--- config.mk ---
export PLATFORM = sky130hd
export DESIGN_NAME = multicycle_alu
export DESIGN_NICKNAME = d
export VERILOG_FILES = /design/src/rtl/alu_pkg.sv /design/src/rtl/iter_muldiv.sv /design/src/rtl/multicycle_alu.sv
export SDC_FILE = /design/constraint.sdc
export NUM_CORES = 1
export LEC_CHECK = 0
export CAP_MARGIN = 20
export CORE_MARGIN = 2
export CORE_UTILIZATION = 35
export CTS_BUF_LIST = sky130_fd_sc_hd__clkbuf_8
export CTS_CLUSTER_SIZE = 40
export DETAILED_ROUTE_END_ITERATION = 8
export GPL_TIMING_DRIVEN = 0
export PLACE_DENSITY = 0.51
export SLEW_MARGIN = 25
export SYNTH_ARGS = -nofsm -noshare
export SYNTH_HDL_FRONTEND = slang
export SYNTH_SLANG_ARGS = --single-unit
export TNS_END_PERCENT = 5
--- constraint.sdc ---
create_clock -name clk_i -period 4 [get_ports clk_i]
set_input_delay 0.4 -clock clk_i [delete_from_list [all_inputs] [get_ports clk_i]]
set_output_delay 0.4 -clock clk_i [all_outputs]
set_load 0.02 [all_outputs]
--- src/rtl/alu_pkg.sv ---
// Shared opcode map, FSM state type and iterative-engine op select for multicycle_alu.
// Pure declarations: no latency, no flow control.
package alu_pkg;

  localparam logic [3:0] OP_AND  = 4'b0000;
  localparam logic [3:0] OP_XOR  = 4'b0001;
  localparam logic [3:0] OP_SLL  = 4'b0010;
  localparam logic [3:0] OP_ADD  = 4'b0011;
  localparam logic [3:0] OP_SUB  = 4'b0100;
  localparam logic [3:0] OP_MUL  = 4'b0101;
  localparam logic [3:0] OP_ADD2 = 4'b0110;
  localparam logic [3:0] OP_SRA  = 4'b0111;
  localparam logic [3:0] OP_DIVU = 4'b1000;
  localparam logic [3:0] OP_REMU = 4'b1001;

  typedef enum logic [1:0] {
    ST_IDLE = 2'd0,
    ST_BUSY = 2'd1,
    ST_DONE = 2'd2
  } state_t;

  typedef enum logic [1:0] {
    MD_MUL  = 2'd0,
    MD_DIVU = 2'd1,
    MD_REMU = 2'd2
  } md_op_t;

  function automatic logic is_iterative(input logic [3:0] op);
    return (op == OP_MUL) || (op == OP_DIVU) || (op == OP_REMU);
  endfunction

  function automatic md_op_t to_md_op(input logic [3:0] op);
    if (op == OP_MUL) begin
      return MD_MUL;
    end else if (op == OP_DIVU) begin
      return MD_DIVU;
    end
    return MD_REMU;
  endfunction

endpackage

--- src/rtl/iter_muldiv.sv ---
// Iterative shift-add multiply / restoring divide, one bit per cycle, WIDTH cycles after start.
// done_o pulses with result_o valid in the final iteration cycle; no backpressure (caller captures it).
module iter_muldiv
  import alu_pkg::*;
#(
  parameter int WIDTH = 32
) (
  input  logic             clk_i,
  input  logic             rst_i,
  input  logic             start_i,
  input  md_op_t           op_i,
  input  logic [WIDTH-1:0] a_i,
  input  logic [WIDTH-1:0] b_i,
  output logic             done_o,
  output logic [WIDTH-1:0] result_o
);

  localparam int CW = $clog2(WIDTH);
  localparam logic [CW-1:0] LAST = CW'(WIDTH - 1);

  logic             busy_q;
  logic [CW-1:0]    cnt_q;
  md_op_t           op_q;
  // acc: product accumulator or partial remainder; x: multiplicand or divisor;
  // y: multiplier or dividend shifting out while quotient bits shift in.
  logic [WIDTH-1:0] acc_q, x_q, y_q;
  logic [WIDTH-1:0] acc_d, x_d, y_d;
  logic [WIDTH:0]   r_sh;
  logic             take;

  always_comb begin
    r_sh  = {acc_q, y_q[WIDTH-1]};
    take  = (r_sh >= {1'b0, x_q});
    acc_d = acc_q;
    x_d   = x_q;
    y_d   = y_q;
    if (op_q == MD_MUL) begin
      acc_d = acc_q + (y_q[0] ? x_q : '0);
      x_d   = x_q << 1;
      y_d   = y_q >> 1;
    end else begin
      // A zero divisor always "takes": quotient fills with ones, remainder ends as the dividend.
      acc_d = take ? (r_sh[WIDTH-1:0] - x_q) : r_sh[WIDTH-1:0];
      y_d   = {y_q[WIDTH-2:0], take};
    end
  end

  assign done_o   = busy_q && (cnt_q == LAST);
  assign result_o = (op_q == MD_DIVU) ? y_d : acc_d;

  always_ff @(posedge clk_i or negedge rst_i) begin
    if (!rst_i) begin
      busy_q <= 1'b0;
      cnt_q  <= '0;
      op_q   <= MD_MUL;
      acc_q  <= '0;
      x_q    <= '0;
      y_q    <= '0;
    end else if (start_i) begin
      busy_q <= 1'b1;
      cnt_q  <= '0;
      op_q   <= op_i;
      acc_q  <= '0;
      if (op_i == MD_MUL) begin
        x_q <= a_i;
        y_q <= b_i;
      end else begin
        x_q <= b_i;
        y_q <= a_i;
      end
    end else if (busy_q) begin
      acc_q <= acc_d;
      x_q   <= x_d;
      y_q   <= y_d;
      cnt_q <= done_o ? '0 : cnt_q + 1'b1;
      if (done_o) begin
        busy_q <= 1'b0;
      end
    end
  end

endmodule

--- src/rtl/multicycle_alu.sv ---
// Multicycle ALU: single-cycle logic/arith/shift ops (latency 1), MUL/DIVU/REMU iterative (latency WIDTH+1).
// One op in flight; ready_o only in IDLE, result held in DONE until ready_i, new accept one cycle later.
module multicycle_alu
  import alu_pkg::*;
#(
  parameter int WIDTH = 32
) (
  input  logic             clk_i,
  input  logic             rst_i,
  input  logic             valid_i,
  output logic             ready_o,
  input  logic [WIDTH-1:0] data1_i,
  input  logic [WIDTH-1:0] data2_i,
  input  logic [3:0]       ALUCtrl_i,
  output logic             valid_o,
  input  logic             ready_i,
  output logic [WIDTH-1:0] data_o,
  output logic             Zero_o
);

  localparam int SHW = $clog2(WIDTH);

  state_t           state_q, state_d;
  logic [WIDTH-1:0] data_q;
  logic [WIDTH-1:0] alu_result;
  logic [SHW-1:0]   shamt;
  logic             alu_load;
  logic             md_start;
  logic             md_done;
  logic [WIDTH-1:0] md_result;

  assign shamt = data2_i[SHW-1:0];

  always_comb begin
    alu_result = data1_i + data2_i;
    case (ALUCtrl_i)
      OP_AND:  alu_result = data1_i & data2_i;
      OP_XOR:  alu_result = data1_i ^ data2_i;
      OP_SLL:  alu_result = data1_i << shamt;
      OP_SUB:  alu_result = data1_i - data2_i;
      OP_SRA:  alu_result = $signed(data1_i) >>> shamt;
      default: alu_result = data1_i + data2_i;
    endcase
  end

  iter_muldiv #(
    .WIDTH(WIDTH)
  ) u_muldiv (
    .clk_i   (clk_i),
    .rst_i   (rst_i),
    .start_i (md_start),
    .op_i    (to_md_op(ALUCtrl_i)),
    .a_i     (data1_i),
    .b_i     (data2_i),
    .done_o  (md_done),
    .result_o(md_result)
  );

  always_comb begin
    state_d  = state_q;
    ready_o  = 1'b0;
    valid_o  = 1'b0;
    md_start = 1'b0;
    alu_load = 1'b0;
    case (state_q)
      ST_IDLE: begin
        ready_o = 1'b1;
        if (valid_i) begin
          if (is_iterative(ALUCtrl_i)) begin
            md_start = 1'b1;
            state_d  = ST_BUSY;
          end else begin
            alu_load = 1'b1;
            state_d  = ST_DONE;
          end
        end
      end
      ST_BUSY: begin
        if (md_done) begin
          state_d = ST_DONE;
        end
      end
      ST_DONE: begin
        valid_o = 1'b1;
        // Consuming goes back to IDLE; ready_o is low here so nothing is accepted this cycle.
        if (ready_i) begin
          state_d = ST_IDLE;
        end
      end
      default: state_d = ST_IDLE;
    endcase
  end

  always_ff @(posedge clk_i or negedge rst_i) begin
    if (!rst_i) begin
      state_q <= ST_IDLE;
      data_q  <= '0;
    end else begin
      state_q <= state_d;
      if (alu_load) begin
        data_q <= alu_result;
      end else if ((state_q == ST_BUSY) && md_done) begin
        data_q <= md_result;
      end
    end
  end

  assign data_o = data_q;
  assign Zero_o = (data_q == '0);

endmodule

==> impl_metrics.py, run 1 <==
metrics = {
    "outcome": {
        "status": "complete, but fails checks",
        "violations": "setup timing",
    },
    "critical_path": {
        "ff2ff_setup_slack_ps": -80,
        "crit_required_ps": 4390,
        "worst-path-buf-inv": 4,
        "r2r_start": "u_muldiv.y_q[0]",
        "cp-startpoint": "data2_i[0]",
        "path_cells": "clkdlybuf4s15_1 > buf_6 > buf_4 > buf_2 > mux4_2 > mux2i_1 > nand2_1 > o21ai_0 > a21oi_1 > a2111oi_0 > o221ai_1 > and4_1",
        "critical-path-top-delay-family": "compound AO/OA/AOI/OAI gates",
        "rr_worst_depth": 13,
        "r2r-end": "data_o[30]",
        "critPathMaxStageDelay_ps": 720,
        "cpMaxStageDelayCell": "mux2i_1",
        "crit_fanout": 10,
        "critPathKind": "primary input to register",
        "end_kind": "register",
        "cp_data_arrival_time_ps": 4520,
        "critPathLaunchType": "primary input",
    },
    "sta": {
        "tightestPinTransition_ps": 1110,
        "slew_violations": 0,
        "fmax_mhz": 242,
        "maxSlewHeadroom": 0.261,
        "skew_ps": 16.9,
        "setup_viol": 3,
        "final-hold-violation-count": 0,
        "rsz0062_at_grt": "true",
        "period_share": 1.03,
        "hold_slack_ps": 307,
        "period_minus_slack_ps": 4130,
        "fin_ws_ps": -131,
    },
    "detailed_routing": {
        "postRouteAntennaNets": 0,
        "drt_wl_total_um": 98700,
        "drc_errors": 0,
        "post_drt_via_cell_ratio": 6.43,
        "post_drt_wl_per_cell_um": 29.9,
        "drt_first_iter_violations": 2202,
        "num_vias": 21200,
        "drtPass1Iterations": 6,
    },
    "synth": {
        "synthCells": 2451,
        "synth_top_area_frac": 0.187,
        "synth_common_cells": "349 x nand2_1, 185 x o21ai_0, 184 x nor2_1, 176 x a21oi_1, 138 x dfrtp_1",
        "yosysSeqAreaShare": 0.187,
        "synth_ff_type": "dfrtp_1",
        "ys_ff_latch": 138,
        "synth.most_common_cell": "nand2_1",
        "yosys_warnings": 0,
        "synth_area_leaders": "dfrtp_1 19%, ha_1 8.8%, nand2_1 7.1%",
        "avgSynthCellArea_um2": 7.53,
        "synth_cell_types": 87,
        "async_flop_share": 1.00,
        "yosys.area.top_type": "dfrtp_1",
        "synth_edf_count": 0,
        "syn_area_um2": 18500,
        "syn_nets": 2656,
    },
    "place": {
        "dp.cells": 3243,
        "gp_congestion": 1.05,
        "hpwl_um": 79700,
        "port_buffers": 102,
        "pre_cts_ws_ps": -2670,
    },
    "hold_path": {
        "hp-start": "ALUCtrl_i[1]",
        "holdPathEnd": "u_muldiv.op_q[0]",
        "hold_path.class": "primary input to register",
        "min_path_cells": 2,
    },
    "power": {
        "p_sw_w": 0.00997,
        "power_density_nw_per_um2": 823,
        "p_total_w": 0.0177,
        "pwr-share-seq": 0.170,
        "p_sw_frac": 0.562,
        "p_comb_frac": 0.755,
        "peakVddDrop_mv": 0.325,
        "power.share.clock": 0.075,
        "p_leak_nw": 8.88,
        "internal_power_w": 0.00777,
    },
    "die": {
        "rows": 84,
        "die-area_um2": 54600,
        "pin_count": 107,
        "dieWidth_um": 234,
        "die_h_um": 234,
        "start_util": 0.353,
        "core_area_um2": 52300,
    },
    "cts": {
        "clk_pin_slew_ps": 90,
        "numCtsBuffers": 17,
        "cts_tree": "yes",
        "clock_path_buffers": 2,
        "cts-root-buf": "clkbuf_8",
        "clkSinkCount": 138,
        "insertion_delay_ps": 500,
        "cts_htree_levels": 4,
    },
    "finish": {
        "drive_above_1_share": 0.100,
        "final_nets": 2801,
        "fin_cells": 3298,
        "area_delta_synth_final_pct": 16.8,
    },
    "global_route": {
        "grt_pass1_wl_um": 141000,
        "grt_max_degree": 87,
        "grt_pass1_vias": 20700,
        "grt.total_usage": 0.356,
        "gr-total-overflow": 0,
        "antenna_found_initial": 0,
    },
    "run": {
        "drv_cap": 0,
    },
}
cells by family (layout without fill, tap and decap cells):
kind of cell,Yosys count,count (layout),share of synthesized area
and+or+nand+nor,830,830,0.207
AOI/OAI and AO/OA,826,826,0.296
buffers and inverters,255,413,0.0540
muxes,171,171,0.118
DFF,138,138,0.187
adders and majority gates,133,133,0.0914
xor gates and xnor gates,98,98,0.0465
other,0,1,0
registers in the layout, indices dropped and copies added, names as in the netlist:
signal and count:
u_muldiv.cnt_q 5, u_muldiv.acc_q 32, u_muldiv.busy_q 1, data_o 32
u_muldiv.y_q 32, state_q 2, u_muldiv.x_q 32, u_muldiv.op_q 2
final cells by class:
class / instances / area, um^2
timing repair buffer: 130 / 1240
clock inverter: 12 / 169
inverter: 73 / 283
buffer: 178 / 843
fill: 5512 / 30800
clock buffer: 20 / 275
multi-input combinational: 2058 / 14400
tap: 688 / 861
antenna: 1 / 2.50
sequential: 138 / 3450
power by group through the flow:
stage	logic (W)	registers [W]	clock network (W)
after floorplan	0.00847	0.00286	0
final	0.0134	0.00302	0.00134
after detailed placement	0.0127	0.00300	0
after CTS	0.0130	0.00297	0.00134
after global routing	0.0144	0.00308	0.00140
after global placement	0.0127	0.00300	0
metal layers:
| layer | up-vias | global-route usage | routed length (um) | share of wire |
|---|---|---|---|---|
| li1 | 9486 | - | - | - |
| met1 | 10400 | 0.420 | 37700 | 0.38 |
| met2 | 1059 | 0.621 | 48000 | 0.49 |
| met3 | 261 | 0.0360 | 6320 | 0.064 |
| met4 | 0 | 0.217 | 6640 | 0.067 |
| met5 | - | 0 | 0 | 0 |
stage by stage:
stage / util / setup TNS, ps / cell area, um^2
detailed placement: 0.391 / -56480 / 20400
global route: 0.412 / -1090 / 21600
global placement: 0.389 / -546610 / 20400
finish: 0.412 / -246 / 21600
CTS: 0.410 / -6.97 / 21500
floorplan: - / -9.73 / 18500
timing repair:
| action | 4_1_cts | 5_1_grt |
|---|---|---|
| setup buffers | 25 | 0 |
| hold buffers | 1 | 0 |
| setup endpoints to repair | 32 | 35 |
| pin swaps | 14 | 4 |
| resized for setup | 120 | 30 |
| endpoints found under the hold margin | 52 | 0 |
worst max-delay path by stage:
stage / endpoint / slack [ps] / cells past startpoint
finish: data_o[28] / -130 / 12
global route: data_o[30] / -200 / 18
global placement: data_o[7] / -3570 / 1
detailed placement: data_o[30] / -2670 / 17
CTS: data_o[30] / -7 / 22
floorplan: data_o[30] / -10 / 20
layout by cell type, fill, tap and decap left out, types with 14 or more instances in the layout:
cell type,netlist,layout
nor3_1,38,33
xor2_1,46,46
clkdlybuf4s50_1,0,86
o22ai_1,20,19
nand2_1,349,346
o221ai_1,14,14
nor4_1,18,14
a221oi_1,28,24
o21a_1,16,16
dfrtp_1,138,138
nand2b_1,14,14
clkbuf_8,0,25
and3_1,16,16
o21ai_0,185,177
o211ai_1,71,71
a21oi_1,176,172
a211oi_1,48,46
nand4_1,23,23
and2_1,50,49
nor2_1,184,181
inv_1,72,70
nand3_1,68,68
xnor2_1,52,52
mux2i_1,111,111
mux4_2,35,35
clkbuf_1,133,113
buf_4,3,28
mux2_2,25,25
ha_1,130,124
a31oi_1,62,62
buf_2,22,18
buf_1,23,20
a222oi_1,16,16
a21o_1,40,40
Power figures use the tool's default switching activity.
==> run 2: changes to the inputs <==
--- a/config.mk
+++ b/config.mk
@@ -6,13 +6,13 @@
 export NUM_CORES = 1
 export LEC_CHECK = 0
 export CAP_MARGIN = 20
-export CORE_MARGIN = 2
 export CORE_UTILIZATION = 35
 export CTS_BUF_LIST = sky130_fd_sc_hd__clkbuf_8
 export CTS_CLUSTER_SIZE = 40
 export DETAILED_ROUTE_END_ITERATION = 8
+export DONT_BUFFER_PORTS = 1
 export GPL_TIMING_DRIVEN = 0
-export PLACE_DENSITY = 0.51
+export PLACE_DENSITY = 0.48
 export SLEW_MARGIN = 25
 export SYNTH_ARGS = -nofsm -noshare
 export SYNTH_HDL_FRONTEND = slang
==> impl_metrics.py, run 2 (synthesized netlist as in run 1, its figures left out) <==
metrics = {
    "die": {
        "die-area_um2": 53700,
        "rows": 83,
        "die_h_um": 232,
        "start_util": 0.357,
        "core_area_um2": 51700,
        "pin_count": 107,
        "dieWidth_um": 232,
    },
    "power": {
        "p_sw_frac": 0.577,
        "internal_power_w": 0.00729,
        "pwr-share-seq": 0.189,
        "p_comb_frac": 0.741,
        "peakVddDrop_mv": 0.348,
        "power_density_nw_per_um2": 852,
        "p_sw_w": 0.00995,
        "power.share.clock": 0.070,
        "p_leak_nw": 8.32,
    },
    "detailed_routing": {
        "drt_wl_total_um": 100000,
        "num_vias": 20500,
        "drtPass1Iterations": 7,
        "drc_errors": 0,
        "post_drt_via_cell_ratio": 6.45,
        "post_drt_wl_per_cell_um": 31.5,
        "postRouteAntennaNets": 0,
        "drt_first_iter_violations": 1684,
    },
    "place": {
        "dp.cells": 3132,
        "hpwl_um": 81700,
        "port_buffers": 0,
        "gp_congestion": 1.05,
    },
    "critical_path": {
        "rr_worst_depth": 13,
        "critPathKind": "primary input to register",
        "end_kind": "register",
        "cp_data_arrival_time_ps": 4510,
        "crit_required_ps": 4370,
        "crit_fanout": 11,
        "critPathLaunchType": "primary input",
    },
    "cts": {
        "cts_tree": "yes",
        "clock_path_buffers": 2,
        "cts-root-buf": "clkbuf_8",
        "clkSinkCount": 138,
        "numCtsBuffers": 17,
        "insertion_delay_ps": 510,
        "clk_pin_slew_ps": 80,
        "cts_htree_levels": 4,
    },
    "sta": {
        "final-hold-violation-count": 0,
        "rsz0062_at_grt": "true",
        "skew_ps": 19.8,
        "setup_viol": 4,
        "period_share": 1.04,
        "tightestPinTransition_ps": 1120,
        "fmax_mhz": 241,
        "fin_ws_ps": -142,
        "maxSlewHeadroom": 0.250,
        "period_minus_slack_ps": 4140,
        "slew_violations": 0,
        "hold_slack_ps": 32.7,
    },
    "finish": {
        "area_delta_synth_final_pct": 9.67,
        "fin_cells": 3176,
        "final_common_cell": "nand2_1",
        "layout_common_cells": "347 x nand2_1, 183 x nor2_1, 180 x o21ai_0, 172 x a21oi_1, 137 x dfrtp_1",
        "final_nets": 2687,
        "drive_above_1_share": 0.0946,
    },
    "run": {
        "drv_cap": 0,
    },
    "outcome": {
        "violations": "setup timing",
        "status": "complete, but fails checks",
    },
    "global_route": {
        "grt.total_usage": 0.369,
        "grt_pass1_vias": 20500,
        "gr-total-overflow": 0,
        "grt_max_degree": 139,
        "antenna_found_initial": 1,
        "grt_pass1_wl_um": 143000,
    },
    "hold_path": {
        "min_path_cells": 1,
        "hold_path.class": "primary input to register",
    },
}
==> run 2: changes by cell type in the layout (fill, tap and decap cells not counted), moves of 3 or more <==
cell	before	now
clkbuf_1	113	118
clkbuf_8	25	20
buf_4	28	17
ha_1	124	128
a31oi_2	0	3
a31oi_1	62	59
buf_6	4	1
ha_2	5	2
o21ai_1	10	6
clkdlybuf4s50_1	86	0
o21ai_0	177	180
dlygate4sd2_1	12	0
==> run 2: critical path: stages <==
cell and delay [ps]:
buf_4 190, buf_8 180, inv_4 100, buf_12 160
ha_2 230, nand2_2 110, nor3b_4 210, and2_4 220
and3b_2 230, nor2_1 60, xnor2_1 130, ha_1 240
a21o_1 190, a21oi_1 150, o21bai_1 120, or3_4 370
a2111oi_4 200, buf_4 200, o41ai_2 100, xor2_1 170
a221oi_2 450, a2111oi_2 80
==> run 2: layout make-up <==
cell class / instances / area (um^2)
clock inverters: 13 / 128
diodes: 1 / 2.50
inverters: 73 / 280
flip-flops and latches: 138 / 3450
plain buffers: 180 / 796
clock buffers: 19 / 262
fillers: 5613 / 31500
well taps: 680 / 851
repair buffers: 14 / 125
multi-input cells: 2058 / 14400
==> run 2: path summary, 6_finish.rpt <==
path	to	slack, ps	from
max in group asynchronous	u_muldiv.y_q[0]	2780	rst_i
min in group asynchronous	u_muldiv.acc_q[31]	450	rst_i
hold / removal	state_q[1]	30	ready_i
setup / recovery	data_o[30]	-140	data2_i[0]
setup reg to reg	data_o[30]	-40	u_muldiv.y_q[0]
hold reg to reg	u_muldiv.cnt_q[4]	550	u_muldiv.cnt_q[4]
==> run 2: what timing repair did <==
action / in CTS / in global routing
pin swaps: 10 / 2
setup endpoints to repair: 33 / 39
buffers inserted: 10 / 1
resized for setup: 72 / 30
endpoints found under the hold margin: 138 / 0
hold buffers: 2 / 0
==> run 2: power groups by stage <==
stage,clock (W),combinational (W),sequential [W]
6_report,0.00122,0.0128,0.00325
3_3_place_gp,0,0.0120,0.00324
4_1_cts,0.00122,0.0123,0.00322
5_1_grt,0.00128,0.0138,0.00332
2_1_floorplan,0,0.00847,0.00286
3_5_place_dp,0,0.0121,0.00325
==> run 2: stage by stage <==
stage          TNS, ps  instance area [um^2]  power [W]  setup slack [ps]  utilization
2_1_floorplan    -9.73                 18500     0.0113             -9.73            -
3_3_place_gp    -40340                 19300     0.0152             -2170        0.374
3_5_place_dp    -41370                 19400     0.0153             -2140        0.375
4_1_cts          -5.53                 20100     0.0168             -5.53        0.389
5_1_grt           -726                 20200     0.0184              -176        0.392
6_report          -253                 20200     0.0172              -142        0.392
==> run 2: routing by layer <==
layer | part of all wire | vias to the layer above | track usage
li1 | - | 9273 | -
met4 | 0.064 | 0 | 0.209
met5 | 0 | - | 0
met1 | 0.38 | 10100 | 0.421
met3 | 0.059 | 237 | 0.0511
met2 | 0.50 | 864 | 0.657
